**src/rtl/clk_div_prog.sv**
```systemverilog
// ============================================================================
//  Module      : clk_div_prog
//  Description : Runtime-programmable clock divider / tick generator with
//                toggle (50 % square wave) and pulse (strobe) output modes.
//                Divisor/mode changes take effect only at period boundaries.
//  Revision    : 1.0 - initial release
// ============================================================================
`default_nettype none

module clk_div_prog #(
    parameter int unsigned WIDTH     = 32,
    parameter int unsigned DIV_RESET = 50_000_000
) (
    input  logic             clk,
    input  logic             rst,
    input  logic             en,
    input  logic             mode,
    input  logic [WIDTH-1:0] div_in,
    input  logic             div_load,
    output logic             div_ack,
    output logic             out,
    output logic             tick
);

    localparam logic [WIDTH-1:0] c_div_reset = WIDTH'(DIV_RESET);
    localparam logic [WIDTH-1:0] c_one       = WIDTH'(1);

    logic [WIDTH-1:0] r_cnt;
    logic [WIDTH-1:0] r_div;
    logic             r_mode;
    logic [WIDTH-1:0] r_sh_div;
    logic             r_sh_mode;
    logic             r_pending;
    logic             r_out;
    logic             r_tick;
    logic             r_ack;

    logic [WIDTH-1:0] w_div_cap;
    logic             w_terminal;
    logic             w_apply;
    logic [WIDTH-1:0] w_apply_div;
    logic             w_apply_mode;
    logic             w_next_mode;

    // A zero divisor would never reach a terminal count, so it is clamped.
    assign w_div_cap    = (div_in == '0) ? c_one : div_in;
    assign w_terminal   = (r_cnt == (r_div - c_one));

    // A load arriving this cycle bypasses (and supersedes) the shadow copy.
    assign w_apply      = div_load | r_pending;
    assign w_apply_div  = div_load ? w_div_cap : r_sh_div;
    assign w_apply_mode = div_load ? mode      : r_sh_mode;
    assign w_next_mode  = w_apply  ? w_apply_mode : r_mode;

    always_ff @(posedge clk) begin
        if (rst) begin
            r_cnt     <= '0;
            r_div     <= c_div_reset;
            r_mode    <= 1'b0;
            r_sh_div  <= c_div_reset;
            r_sh_mode <= 1'b0;
            r_pending <= 1'b0;
            r_out     <= 1'b0;
            r_tick    <= 1'b0;
            r_ack     <= 1'b0;
        end else begin
            r_tick <= 1'b0;
            r_ack  <= 1'b0;
            if (en) begin
                if (w_terminal) begin
                    r_cnt  <= '0;
                    r_tick <= 1'b1;
                    if (w_apply) begin
                        r_div     <= w_apply_div;
                        r_mode    <= w_apply_mode;
                        r_pending <= 1'b0;
                        r_ack     <= 1'b1;
                    end
                    // Pulse mode strobes high; leaving pulse mode starts the
                    // first square-wave half-period high.
                    if (w_next_mode || r_mode) begin
                        r_out <= 1'b1;
                    end else begin
                        r_out <= ~r_out;
                    end
                end else begin
                    r_cnt <= r_cnt + c_one;
                    if (r_mode) begin
                        r_out <= 1'b0;
                    end
                    if (div_load) begin
                        r_sh_div  <= w_div_cap;
                        r_sh_mode <= mode;
                        r_pending <= 1'b1;
                    end
                end
            end else if (w_apply) begin
                // No period is running while disabled, so apply at once.
                r_cnt     <= '0;
                r_div     <= w_apply_div;
                r_mode    <= w_apply_mode;
                r_pending <= 1'b0;
                r_ack     <= 1'b1;
                if (w_apply_mode) begin
                    r_out <= 1'b0;
                end
            end
        end
    end

    assign out     = r_out;
    assign tick    = r_tick;
    assign div_ack = r_ack;

endmodule

`default_nettype wire

```
**config.mk**
```make
export PLATFORM = sky130hd
export DESIGN_NAME = clk_div_prog
export DESIGN_NICKNAME = d
export VERILOG_FILES = /design/src/rtl/clk_div_prog.sv
export SDC_FILE = /design/constraint.sdc
export NUM_CORES = 1
export LEC_CHECK = 0
export BUFFER_PORTS_ARGS = -buffer_cell sky130_fd_sc_hd__buf_2
export CORE_ASPECT_RATIO = 1.5
export CORE_UTILIZATION = 23
export DETAILED_ROUTE_END_ITERATION = 10
export SLEW_MARGIN = 20
export SYNTH_ARGS = -nofsm -noshare
export SYNTH_HDL_FRONTEND = slang
export SYNTH_SLANG_ARGS = --single-unit
```
**constraint.sdc**
```tcl
create_clock -name clk -period 4.3 [get_ports clk]
set_input_delay 0.86 -clock clk [delete_from_list [all_inputs] [get_ports clk]]
set_output_delay 0.86 -clock clk [all_outputs]
set_load 0.1 [all_outputs]
```
==> results.sh <==
export IMPL_status="completed"
export IMPL_post_cts_setup_buffer_count=0
export IMPL_synth_enable_flop_cells=0
export IMPL_antenna_found_initial=0
export IMPL_clkTransAtPathRegs_ps=70
export IMPL_syn_area_sq_um=6300
export IMPL_die_area_sq_um=28100
export IMPL_nNetsFinal=774
export IMPL_synth_area_leader_cell="dfxtp_1"
export IMPL_dr_pass1_iters=4
export IMPL_setup_reg_to_reg_worst_slack_ps=450
export IMPL_dp_cells=1061
export IMPL_crit_type="flip-flop to flip-flop"
export IMPL_synthDistinctLibCells=60
export IMPL_setup_worst_path_end_class="flip-flop"
export IMPL_rr_worst_depth=10
export IMPL_synthesis_nets=765
export IMPL_final_max_slew_viol_count=0
export IMPL_ys_seq_area_frac=0.324
export IMPL_synthCells=726
export IMPL_cts_htree_levels=3
export IMPL_r2r_end="r_div[6]$_SDFFE_PP0P_"
export IMPL_grt_max_degree=90
export IMPL_synthFlopType="dfxtp_1"
export IMPL_cp_required_ps=4550
export IMPL_fmaxAchievable_ghz=0.260
export IMPL_wl_per_cell_um=14.5
export IMPL_holdPathStages=2
export IMPL_hpwlAfterDp_um=11400
export IMPL_start_util=0.236
export IMPL_skew_ps=6.90
export IMPL_startpoint="r_div[0]$_SDFFE_PP0P_"
export IMPL_arrival_ps=4090
export IMPL_fin_crit_sh=0.895
export IMPL_port_buffers=39
export IMPL_grt_remaining_overflow=0
export IMPL_cts_resized_gates=0
export IMPL_synth_seq_cells=102
export IMPL_cts_sinks=102
export IMPL_leakage_nw=2.45
export IMPL_drtIter0Drc=296
export IMPL_coreArea_sq_um=26700
export IMPL_fin_area_sq_um=7120
export IMPL_worstHoldStart="r_sh_div[27]$_SDFFE_PP0N_"
export IMPL_hold_end="r_sh_div[27]$_SDFFE_PP0N_"
export IMPL_cts_hold_buffers_added=0
export IMPL_tns_ps=0
export IMPL_p_per_area_nw_per_um2=309
export IMPL_hold_path_class="flip-flop to flip-flop"
export IMPL_setup_viol=0
export IMPL_yosys_top_cells_area="dfxtp_1 32%, mux2i_1 10%, nor2_1 5.4%"
export IMPL_wl_um=15600
export IMPL_avgSynthCellArea_sq_um=8.68
export IMPL_synth_top_area_share=0.324
export IMPL_grt_pass1_wl_um=24900
export IMPL_fin_ws_ps=451
export IMPL_power_mw=2.20
export IMPL_ant_nets=0
export IMPL_hold_viol_final=0
export IMPL_clock_latency_ps=360
export IMPL_vias=5210
export IMPL_cts_tree="done"
export IMPL_drc=0
export IMPL_fin_cells=1077
export IMPL_diodes=0
export IMPL_die_h_um=205
export IMPL_rsz0062_at_grt="false"
export IMPL_cts_made_buffers=9
export IMPL_maxSlewHeadroom=0.288
export IMPL_drv_cap=0
export IMPL_grt_pass1_vias=4849
export IMPL_synth_warnings=0
export IMPL_crit_fanout=34
export IMPL_place_area_sq_um=6800
export IMPL_cts_root_buffer="clkbuf_16"
export IMPL_ios=40
export IMPL_async_reset_ff_frac=0
export IMPL_ir_drop_mv=0.218
export IMPL_final_util=0.267
export IMPL_dp_slack_ps=485
export IMPL_layout_drive_gt1_share=0.134
export IMPL_worstMarginPinSlew_ps=1070
export IMPL_period_needed_ps=3850
export IMPL_cp_start_kind="flip-flop"
export IMPL_routed_via_density=4.84
export IMPL_num_rows=73
export IMPL_die_w_um=137
export IMPL_syn_to_final_growth_pct=13.0
export IMPL_r2r_start="r_div[0]$_SDFFE_PP0P_"
export IMPL_grt_usage=0.113
export IMPL_hold_slack_ps=474
export IMPL_gp_congestion=0.887
export IMPL_clockBufferDepth=2
## layer usage
metal | global-route usage | up-vias | wire (um)
met1 | 0.133 | 2492 | 6940
met5 | 0 | - | 0
met2 | 0.198 | 73 | 7770
met4 | 0.0648 | 0 | 569
met3 | 0.00940 | 29 | 299
li1 | - | 2616 | -
## area by class of cell
| type | count | area [sq um] |
|---|---|---|
| clock inverter | 5 | 83.8 |
| multi-input combinational | 561 | 4010 |
| tap | 337 | 422 |
| sequential | 102 | 2040 |
| inverter | 12 | 45.0 |
| fill | 2893 | 19600 |
| timing repair buffer | 49 | 285 |
| clock buffer | 11 | 233 |
## state kept, by name, summed over array words and instances (netlist names)
| signal | cells |
|---|---|
| r_cnt | 32 |
| out | 1 |
| r_sh_mode | 1 |
| r_pending | 1 |
| tick | 1 |
| r_sh_div | 32 |
| r_div | 32 |
| div_ack | 1 |
| r_mode | 1 |
## worst max-delay path: stages, from the launching register on
cell	delay, ps
dfxtp_1	430
inv_1	70
ha_1	300
nor2b_1	160
or3_1	350
a31oi_1	230
or3b_2	480
nor4_2	210
nand4_1	230
o32a_2	810
mux2_4	430
## synthesized netlist by cell type, types with 3 or more instances
| master | number |
|---|---|
| nand4_1 | 21 |
| nor2_1 | 91 |
| mux2i_1 | 66 |
| dfxtp_1 | 102 |
| nand2b_1 | 46 |
| nor3_1 | 16 |
| or4_1 | 6 |
| nor3b_1 | 4 |
| o22ai_1 | 3 |
| or3_1 | 7 |
| buf_1 | 4 |
| nor4_2 | 4 |
| o21a_1 | 3 |
| and3_1 | 5 |
| a211oi_1 | 44 |
| xor2_1 | 29 |
| nand3_1 | 21 |
| mux2_4 | 16 |
| nand4b_1 | 6 |
| xnor2_1 | 36 |
| nor4b_1 | 3 |
| clkbuf_1 | 38 |
| a211o_1 | 3 |
| mux2_2 | 4 |
| buf_2 | 7 |
| nor4_1 | 16 |
| o21ai_0 | 7 |
| nand2_1 | 18 |
| nor2b_1 | 35 |
| a31oi_1 | 4 |
| inv_1 | 12 |
| or3b_2 | 4 |
| and4_1 | 3 |
| a21oi_1 | 4 |
| o31a_1 | 4 |
## worst max-delay path by stage
stage,endpoint,slack [ps],cells past startpoint
floorplan,r_div[10]$_SDFFE_PP0P_,970,13
global placement,r_div[3]$_SDFFE_PP0P_,480,10
detailed placement,r_div[5]$_SDFFE_PP0P_,490,10
CTS,r_div[5]$_SDFFE_PP0P_,460,10
global route,r_div[6]$_SDFFE_PP0P_,240,8
finish,r_div[6]$_SDFFE_PP0P_,450,10
## report_power, final
group	switching, mW	internal, mW
Combinational	0.165	0.133
Sequential	0.0382	0.978
Clock	0.372	0.512
Total	0.576	1.62
## cell families after synthesis
group | synth area share
muxes | 0.150
xor gates and xnor gates | 0.0904
buffers and inverters | 0.0413
adders and majority gates | 0.00397
DFF | 0.324
and+or+nand+nor | 0.284
AOI/OAI and AO/OA | 0.106
## layout by cell type, fill, tap and decap left out, drive strengths merged, types with 11 or more instances in the layout
cell    instances
mux2           20
nor3           17
inv            12
clkbuf         11
nor4           21
mux2i          66
nor2b          35
nand2b         46
buf            49
nor2           91
nand2          18
nand4          21
a211oi         44
xor2           29
dfxtp         102
xnor2          36
nand3          21
(Power assumes the default switching activity.)
